==> src/rtl/noc_arbiter_pkg.sv <==
// Shared constants and helpers for the NoC output-port round-robin arbiter.
// Port index order: N, E, W, S, L; wider routers append extra ports after L.
package noc_arbiter_pkg;

  localparam int PORT_N = 0;
  localparam int PORT_E = 1;
  localparam int PORT_W = 2;
  localparam int PORT_S = 3;
  localparam int PORT_L = 4;

  localparam int DEFAULT_NUM_PORTS = 5;
  localparam int GRANT_CNT_W       = 16;

  // OR-reduction form keeps this a flat mux-free encoder for a one-hot input.
  function automatic int unsigned onehot_to_idx(input logic [31:0] oh);
    int unsigned idx;
    idx = 0;
    for (int i = 0; i < 32; i++) begin
      if (oh[i]) idx = idx | unsigned'(i);
    end
    return idx;
  endfunction

endpackage

==> src/rtl/noc_arbiter_rr_pick.sv <==
// Combinational rotating-priority finder: first set bit of req scanning cyclically from start.
// Zero latency, no flow control; with exclude_first the start position is checked last.
module rr_pick #(
  parameter int NUM_PORTS = 5,
  parameter int IDX_W     = $clog2(NUM_PORTS)
) (
  input  logic [NUM_PORTS-1:0] req,
  input  logic [IDX_W-1:0]     start,
  input  logic                 exclude_first,
  output logic [NUM_PORTS-1:0] pick
);

  logic             found;
  logic [IDX_W-1:0] pos;

  always_comb begin
    pick  = '0;
    found = 1'b0;
    pos   = '0;
    for (int k = 0; k < NUM_PORTS; k++) begin
      pos = IDX_W'((int'(start) + k + (exclude_first ? 1 : 0)) % NUM_PORTS);
      if (!found && req[pos]) begin
        pick[pos] = 1'b1;
        found     = 1'b1;
      end
    end
  end

endmodule

==> src/rtl/noc_arbiter_rr.sv <==
// Round-robin output-port arbiter with burst-limited ownership and RTS/DCTS handshake; first grant 2 cycles after req.
// Owner is frozen while rts waits for dcts. NOC_ARB_GRANT_CNT_EN adds per-port saturating grant counters on grant_cnt.
module noc_arbiter_rr
  import noc_arbiter_pkg::*;
#(
  parameter int NUM_PORTS = DEFAULT_NUM_PORTS,
  parameter int MAX_BURST = 4
) (
  input  logic                 clk,
  input  logic                 rst,
  input  logic [NUM_PORTS-1:0] req,
  input  logic                 dcts,
  output logic [NUM_PORTS-1:0] grant,
  output logic [NUM_PORTS-1:0] xbar_sel,
  output logic                 rts
`ifdef NOC_ARB_GRANT_CNT_EN
  ,output logic [NUM_PORTS*GRANT_CNT_W-1:0] grant_cnt
`endif
);

  localparam int IDX_W = $clog2(NUM_PORTS);
  localparam int BW    = (MAX_BURST < 1) ? 1 : $clog2(MAX_BURST + 1);

  logic [NUM_PORTS-1:0] state, state_next, pick;
  logic                 rts_next;
  logic [IDX_W-1:0]     last_owner, owner_idx, start;
  logic [BW-1:0]        burst_cnt;
  logic                 idle, other_req, keep;

  assign idle      = (state == '0);
  assign owner_idx = IDX_W'(onehot_to_idx(32'(state)));
  assign other_req = |(req & ~state);
  assign start     = idle ? last_owner : owner_idx;
  assign keep      = (|(req & state)) &&
                     (MAX_BURST == 0 || int'(burst_cnt) < MAX_BURST || !other_req);

  rr_pick #(.NUM_PORTS(NUM_PORTS), .IDX_W(IDX_W)) u_pick (
    .req          (req),
    .start        (start),
    .exclude_first(1'b1),
    .pick         (pick)
  );

  always_comb begin
    state_next = pick;
    rts_next   = !idle && !(rts && dcts);
    if (rts && !dcts) begin
      state_next = state;
    end else if (!idle && keep) begin
      state_next = state;
    end
  end

  always_ff @(posedge clk) begin
    if (rst) begin
      state      <= '0;
      rts        <= 1'b0;
      last_owner <= IDX_W'(NUM_PORTS - 2);
      burst_cnt  <= '0;
    end else begin
      state <= state_next;
      rts   <= rts_next;
      if (state_next != state) begin
        burst_cnt <= '0;
        if (!idle) last_owner <= owner_idx;
      end else if (MAX_BURST != 0 && rts && dcts && int'(burst_cnt) < MAX_BURST) begin
        burst_cnt <= burst_cnt + 1'b1;
      end
    end
  end

  assign grant    = state & {NUM_PORTS{rts & dcts}};
  assign xbar_sel = state;

`ifdef NOC_ARB_GRANT_CNT_EN
  logic [GRANT_CNT_W-1:0] cnt [NUM_PORTS];

  always_ff @(posedge clk) begin
    for (int i = 0; i < NUM_PORTS; i++) begin
      if (rst) begin
        cnt[i] <= '0;
      end else if (grant[i] && cnt[i] != '1) begin
        cnt[i] <= cnt[i] + 1'b1;
      end
    end
  end

  for (genvar g = 0; g < NUM_PORTS; g++) begin : g_cnt
    assign grant_cnt[g*GRANT_CNT_W +: GRANT_CNT_W] = cnt[g];
  end
`endif

endmodule

==> config.mk <==
export PLATFORM = sky130hd
export DESIGN_NAME = noc_arbiter_rr
export DESIGN_NICKNAME = d
export VERILOG_FILES = /design/src/rtl/noc_arbiter_pkg.sv /design/src/rtl/noc_arbiter_rr_pick.sv /design/src/rtl/noc_arbiter_rr.sv
export SDC_FILE = /design/constraint.sdc
export NUM_CORES = 1
export LEC_CHECK = 0
export CORE_MARGIN = 2
export CORE_UTILIZATION = 45
export CTS_BUF_LIST = sky130_fd_sc_hd__clkbuf_2 sky130_fd_sc_hd__clkbuf_4 sky130_fd_sc_hd__clkbuf_8
export CTS_CLUSTER_SIZE = 25
export DETAILED_ROUTE_END_ITERATION = 12
export GPL_TIMING_DRIVEN = 1
export PLACE_DENSITY_LB_ADDON = 0.15
export SYNTH_ARGS = -nofsm -noshare
export SYNTH_HDL_FRONTEND = slang
export SYNTH_SLANG_ARGS = --single-unit
==> constraint.sdc <==
create_clock -name clk -period 12 [get_ports clk]
set_input_delay 1.2 -clock clk [delete_from_list [all_inputs] [get_ports clk]]
set_output_delay 1.2 -clock clk [all_outputs]
set_load 0.02 [all_outputs]
==> results of run 1 <==
==> path summary, 6_finish.rpt <==
path / startpoint / end
worst max register to register: xbar_sel[3] / last_owner[2]
worst min-delay path: last_owner[1] / last_owner[1]
worst min register to register: last_owner[1] / last_owner[1]
worst max-delay path: xbar_sel[3] / last_owner[2]
==> synthesized netlist by cell type, types with 8 or more instances <==
cell	number	area (um2)
nor2_1	47	176
a211oi_1	10	75.1
and3_1	8	50.1
o21ai_0	28	140
nand3_1	18	90.1
dfxtp_1	12	240
mux2i_1	8	80.1
a21oi_1	23	115
nor3_1	16	80.1
clkbuf_1	17	63.8
ha_1	35	438
inv_1	29	109
nand2_1	32	120
o211ai_1	8	60.1
xnor2_1	9	78.8
or3_1	8	50.1
nand2b_1	8	50.1
a31oi_1	10	62.6
==> stage by stage <==
step,util [%],setup slack [ns]
2_1_floorplan,-,4.52
3_3_place_gp,49.3,3.52
3_5_place_dp,49.3,3.46
4_1_cts,50.0,3.44
5_1_grt,50.0,2.56
6_report,50.0,3.25
==> cell type report <==
| type | count | area [um2] | area share, % |
|---|---|---|---|
| Sequential cell | 12 | 240 | 6.62 |
| Clock buffer | 4 | 55.1 | 1.52 |
| Timing Repair Buffer | 20 | 195 | 5.38 |
| Inverter | 31 | 116 | 3.21 |
| Multi-Input combinational cell | 409 | 2900 | 79.9 |
| Tap cell | 99 | 124 | 3.41 |
==> kinds of logic (layout without fill, tap and decap cells) <==
kind of cell,Yosys count,count (layout)
AND/OR/NAND/NOR,199,199
AO/OA/AOI/OAI,156,156
buffers and inverters,60,55
adder cells (fa/ha/maj),35,35
flip-flops,12,12
XOR/XNOR,10,10
multiplexers,8,8
other,1,1
==> critical path, delay by kind of cell, from the launching register on <==
family                   cells  cell delay [ns]
buffers and inverters        3             0.57
adder cells (fa/ha/maj)      5             1.41
AND/OR/NAND/NOR             10             3.10
flip-flops                   1             0.78
AO/OA/AOI/OAI               11             2.81
==> layer usage <==
| metal | wire (um) | GRT usage [%] |
|---|---|---|
| met3 | 813 | 2.25 |
| met1 | 4800 | 35.5 |
| met4 | 143 | 5.38 |
| met5 | 0 | 0 |
| met2 | 5030 | 44.1 |
==> flip-flops by register name (all words and copies together) (netlist names) <==
name	cells
burst_cnt	3
last_owner	3
rts	1
xbar_sel	5
==> flow_summary.toml, run 1 <==
[run_status]
status = "finished clean"

[synthesis]
synth_xor_area_share_pct = 2.99
async_reset_ff_share_pct = 0
syn_inst = 481
yosysSeqAreaShare_pct = 7.09
synth_top_family_by_area = "compound AO/OA/AOI/OAI gates"
synth_fp_nets = 524
synth-simple-area-share_pct = 33.0
avgSynthCellArea_um2 = 7.04
synth_compound_area_share_pct = 34.2
synth_edf_count = 0
ys_ff_latch = 12
synth_fa_ha_area_share_pct = 12.9
synth_cell_types = 92
synth.yosys.warnings = 0
synth.cell_area_um2 = 3390
muxShareOfSynthArea_pct = 2.36
synth-main-ff-cell = "dfxtp_1"

[worst_setup_path]
cp-start-kind = "flip-flop"
r2r_slack_ns = 3.25
crit_required_ns = 12.15
path_class = "reg2reg"
critPathMaxStageDelay_ns = 0.78
critical_path.most_common_cell = "ha_1"
end_kind = "flip-flop"
crit_arrival_ns = 8.91
critPathSlowestCell = "dfxtp_1"
crit_fanout = 22
reg2regPathDepth = 29

[sta]
period_needed_ns = 8.75
grt_setup_unrepaired = "false"
fmax_ghz = 0.114
finalSetupTns_ns = 0
slew_viol_final = 0
setup_viol = 0
min_period_over_period_pct = 72.9
finClkSkew_ns = 0.00222
slew-limit-headroom_pct = 34.9
hold_viol = 0
tightest_slew_ns = 0.964
fin_hold_ws_ns = 0.524

[finish]
nets = 520
final_cell_count_no_fill = 575
antennaDiodeCount = 0
area_growth_pct = 7.13
fill_cells = 764
final_area_um2 = 3630
drive_gt1_share_pct = 7.35
layout_commonest_cell = "nor2_1"
final_cell_mix = "nor2_1 (47), ha_1 (35), nand2_1 (32)"

[clocking]
root_buffer = "clkbuf_8"
clk-insertion-delay-late_ns = 0.24
htreeDepth = 1
ctsResizeCount = 0
clockBufferDepth = 2
path_clk_slew_ns = 0.05
cts_made_buffers = 3
cts_sinks = 12
tritoncts = "yes"
ctsHoldBuffers = 0
cts_setup_buffers = 0

[grt]
grt-ovfl-total = 0
grt_pass1_wl_um = 17900
antenna_found_initial = 0
track_usage_pct = 25.9
grt_pass1_vias = 3517
grt_start_max_net_pins = 24

[die]
fp.coreArea_um2 = 7250
die_area_um2 = 8240
dieHeight_um = 90.8
placementRows = 31
die_x_um = 90.8
ios = 19
start_util_pct = 46.7

[job]
max_cap_violations = 0

[placed_design]
globalplace.congestion = 0.927
dp_hpwl_um = 8160
place_area_um2 = 3570
placedCellCount = 571
port_buffers = 18

[routing]
first_pass_iters = 5
wirelength_um = 10800
route.vias.total = 3810
wl_per_cell_um = 18.8
drt_iter0_markers = 385
drcViolationCount = 0
ant_nets = 0
vias_per_cell = 6.63

[min_path]
worstHoldPathType = "reg2reg"
hold_depth = 2
Power of run 1 is left out: the tool's default activity adds up to more than one toggle a clock period on the data nets, which glitch-free logic cannot reach.
==> run 2: changes to the inputs <==
==> constraint.sdc (replaced) <==
create_clock -name clk -period 7.1 [get_ports clk]
set_input_delay 0.71 -clock clk [delete_from_list [all_inputs] [get_ports clk]]
set_output_delay 0.71 -clock clk [all_outputs]
set_load 0.02 [all_outputs]
==> run 2 against run 1 <==
Register-to-register slack worse by 2.8 ns. Highest routed layer unchanged. Global-route usage is 1.6 points higher. Via count is 2.8% higher. Worst setup slack worse by 2.8 ns. Largest cell class unchanged.
==> flow_summary.toml, run 2 (same netlist as run 1, synthesis figures left out) <==
[grt]
antenna_found_initial = 0
grt_pass1_wl_um = 18500
grt_pass1_vias = 3586
grt_start_max_net_pins = 24
grt-ovfl-total = 0
track_usage_pct = 27.5

[die]
placementRows = 31
dieHeight_um = 90.8
start_util_pct = 46.7
fp.coreArea_um2 = 7250
die_area_um2 = 8240
die_x_um = 90.8
ios = 19

[sta]
slew_viol_final = 0
setup_viol = 0
slew-limit-headroom_pct = 43.6
grt_setup_unrepaired = "false"
min_period_over_period_pct = 94.3
hold_viol = 0
finalSetupTns_ns = 0
fin_hold_ws_ns = 0.544
fmax_ghz = 0.149
tightest_slew_ns = 0.846
period_needed_ns = 6.70
finClkSkew_ns = 0.00120

[worst_setup_path]
crit_arrival_ns = 6.85
critPathMaxStageDelay_ns = 0.61
critical_path.most_common_cell = "ha_1"
crit_required_ns = 7.25
critPathSlowestCell = "or4_4"
path_class = "reg2reg"
end_kind = "flip-flop"
cp-start-kind = "flip-flop"
crit_fanout = 6

[clocking]
path_clk_slew_ns = 0.05
cts_made_buffers = 3
ctsHoldBuffers = 0
root_buffer = "clkbuf_8"
clockBufferDepth = 2
cts_sinks = 12
tritoncts = "yes"
htreeDepth = 1
clk-insertion-delay-late_ns = 0.24

[placed_design]
globalplace.congestion = 0.948
port_buffers = 18
place_area_um2 = 3780
dp_hpwl_um = 9140
placedCellCount = 596

[finish]
largest_register_ffs = 5
regArea_um2 = 241
antennaDiodeCount = 0
nets = 545
multi_input_area_um2 = 2960
fill_cells = 761
layout_commonest_cell = "nor2_1"
area_growth_pct = 14.6
drive_gt1_share_pct = 14.2
final_area_um2 = 3880
final_cell_count_no_fill = 600
final_cell_mix = "nor2_1 (46), ha_1 (35), nand2_1 (32)"

[routing]
wl_per_cell_um = 19.4
drt_iter0_markers = 332
first_pass_iters = 5
route.vias.total = 3916
vias_per_cell = 6.53
ant_nets = 0
drcViolationCount = 0
wirelength_um = 11700

[job]
max_cap_violations = 0

[run_status]
status = "finished clean"

[min_path]
worstHoldPathType = "reg2reg"
[run 2: repair_timing]
action,CTS,global route
setup buffers,0,0
gates resized for setup,0,13
setup endpoints to repair,0,6
[run 2: stage by stage]
| stage | worst slack, ns | utilization (%) |
|---|---|---|
| 2_1_floorplan | 0.0372 | - |
| 3_3_place_gp | 0.285 | 52.1 |
| 3_5_place_dp | 0.160 | 52.1 |
| 4_1_cts | 0.134 | 52.9 |
| 5_1_grt | 0.00750 | 53.5 |
| 6_report | 0.404 | 53.5 |
[run 2: metal layers]
layer,routed length [um],up-vias,GRT usage (%),share of wire [%]
li1,-,1879,-,-
met1,5110,1872,35.0,44
met2,5600,135,48.9,48
met3,687,30,3.09,5.9
met4,267,0,6.79,2.3
met5,0,-,0,0
[run 2: final cells by class]
type	instances	share of cell area, %
Timing Repair Buffer	45	9.96
Sequential cell	12	6.22
Tap cell	99	3.19
Inverter	31	3.00
Clock buffer	4	1.42
Multi-Input combinational cell	409	76.2
[run 2: critical path, delay by kind of cell (launching register included)]
kind / cells / cell delay [ns]
compound gates: 11 / 2.28
fa+ha+maj: 5 / 1.16
buf+inv: 3 / 0.23
flops: 1 / 0.37
simple gates: 10 / 2.56
[run 2: final timing paths]
check / startpoint / endpoint / slack (ns) / cells after the start
worst min register to register: burst_cnt[1] / burst_cnt[1] / 0.54 / 2
worst max register to register: xbar_sel[3] / last_owner[2] / 0.40 / 29
worst min-delay path: burst_cnt[1] / burst_cnt[1] / 0.54 / 2
worst max-delay path: xbar_sel[3] / last_owner[2] / 0.40 / 29
Power of run 2 is left out for the same reason.
==> run 3: changes to the inputs <==
--- a/config.mk
+++ b/config.mk
@@ -11,6 +11,7 @@
 export CTS_CLUSTER_SIZE = 25
 export DETAILED_ROUTE_END_ITERATION = 12
 export GPL_TIMING_DRIVEN = 1
+export MAX_ROUTING_LAYER = met4
 export PLACE_DENSITY_LB_ADDON = 0.15
 export SYNTH_ARGS = -nofsm -noshare
 export SYNTH_HDL_FRONTEND = slang
==> constraint.sdc (replaced) <==
create_clock -name clk -period 8.2 [get_ports clk]
set_input_delay 0.82 -clock clk [delete_from_list [all_inputs] [get_ports clk]]
set_output_delay 0.82 -clock clk [all_outputs]
set_load 0.02 [all_outputs]
==> run 3 against run 2 <==
Sequential share of layout area rose by 0.20 points. Worst setup slack improved by 0.19 ns. Cell area fell by 3.7%. Critical endpoint unchanged.
==> flow_summary.toml, run 3 (same netlist as run 1, synthesis figures left out) <==
[run_status]
status = "finished clean"

[clocking]
clk-insertion-delay-late_ns = 0.24
tritoncts = "yes"
htreeDepth = 1
clockBufferDepth = 2
ctsResizeCount = 0
cts_setup_buffers = 0
ctsHoldBuffers = 0
cts_sinks = 12
path_clk_slew_ns = 0.05
root_buffer = "clkbuf_8"
cts_made_buffers = 3

[job]
max_cap_violations = 0

[routing]
vias_per_cell = 6.56
drcViolationCount = 0
wirelength_um = 11200
wl_met3_um = 713
dr.max_layer_used = "met4"
wl_per_cell_um = 19.1
ant_nets = 0
drt_iter0_markers = 370
met1Wirelength_um = 5080
first_pass_iters = 5
route.met2.wl_um = 5330
route.vias.total = 3862

[sta]
fmax_ghz = 0.131
slew_viol_final = 0
period_needed_ns = 7.61
slew-limit-headroom_pct = 42.7
grt_setup_unrepaired = "false"
min_period_over_period_pct = 92.8
tightest_slew_ns = 0.849
hold_viol = 0
finalSetupTns_ns = 0
finClkSkew_ns = 0.00653
setup_viol = 0

[placed_design]
dp_hpwl_um = 8610
port_buffers = 18
place_area_um2 = 3680
globalplace.congestion = 1.02

[die]
die_x_um = 90.8
ios = 19
die_area_um2 = 8240
fp.coreArea_um2 = 7250
start_util_pct = 46.7
dieHeight_um = 90.8
placementRows = 31

[finish]
final_area_um2 = 3740
antennaDiodeCount = 0
fill_cells = 755
final_cell_mix = "nor2_1 (47), ha_1 (35), nand2_1 (32)"
drive_gt1_share_pct = 10.2
nets = 534
area_growth_pct = 10.4
layout_commonest_cell = "nor2_1"
largest_register_ffs = 5
utilization_pct = 51.6

[worst_setup_path]
crit_arrival_ns = 7.76
path_class = "reg2reg"
crit_fanout = 8
cp-start-kind = "flip-flop"
critPathSlowestCell = "or4_1"
critical_path.most_common_cell = "ha_1"
crit_required_ns = 8.35
critPathMaxStageDelay_ns = 0.68
end_kind = "flip-flop"

[grt]
grt_pass1_vias = 3743
antenna_found_initial = 0
track_usage_pct = 27.8
grt_pass1_wl_um = 18700
grt_start_max_net_pins = 24
grt-ovfl-total = 0

[min_path]
worstHoldPathType = "reg2reg"
## run 3: final timing paths
path | slack (ns) | endpoint | startpoint | depth (start not counted)
worst max-delay path | 0.59 | last_owner[2] | xbar_sel[2] | 28
worst max register to register | 0.59 | last_owner[2] | xbar_sel[2] | 28
worst min-delay path | 0.53 | last_owner[1] | last_owner[1] | 2
worst min register to register | 0.53 | last_owner[1] | last_owner[1] | 2
## run 3: critical path: cells and delay by family, from the launching register on
kind / cells / cell delay, ns
AND/OR/NAND/NOR: 7 / 2.03
adder cells (fa/ha/maj): 5 / 1.33
AO/OA/AOI/OAI: 12 / 3.20
flip-flops: 1 / 0.43
buffers and inverters: 4 / 0.53
## run 3: cell type report
cell class,count,area [um2],share of cell area [%]
clock buffers,4,55.1,1.47
inverters,31,116,3.11
multi-input cells,409,2900,77.7
flip-flops and latches,12,240,6.42
well taps,99,124,3.31
repair buffers,34,300,8.03
## run 3: per-layer routing
metal,GRT usage (%),vias up
li1,-,1854
met1,37.2,1809
met2,45.2,182
met3,2.09,17
met4,7.56,0
met5,-,-
## run 3: metrics by stage
| step | setup slack, ns | cells | hold slack (ns) |
|---|---|---|---|
| 2_1_floorplan | 0.723 | 481 | 0.480 |
| 3_3_place_gp | 0.869 | 585 | 0.523 |
| 3_5_place_dp | 0.741 | 585 | 0.518 |
| 4_1_cts | 0.712 | 589 | 0.535 |
| 5_1_grt | 0.0287 | 589 | 0.558 |
| 6_report | 0.591 | 589 | 0.535 |
Power of run 3 is left out for the same reason.
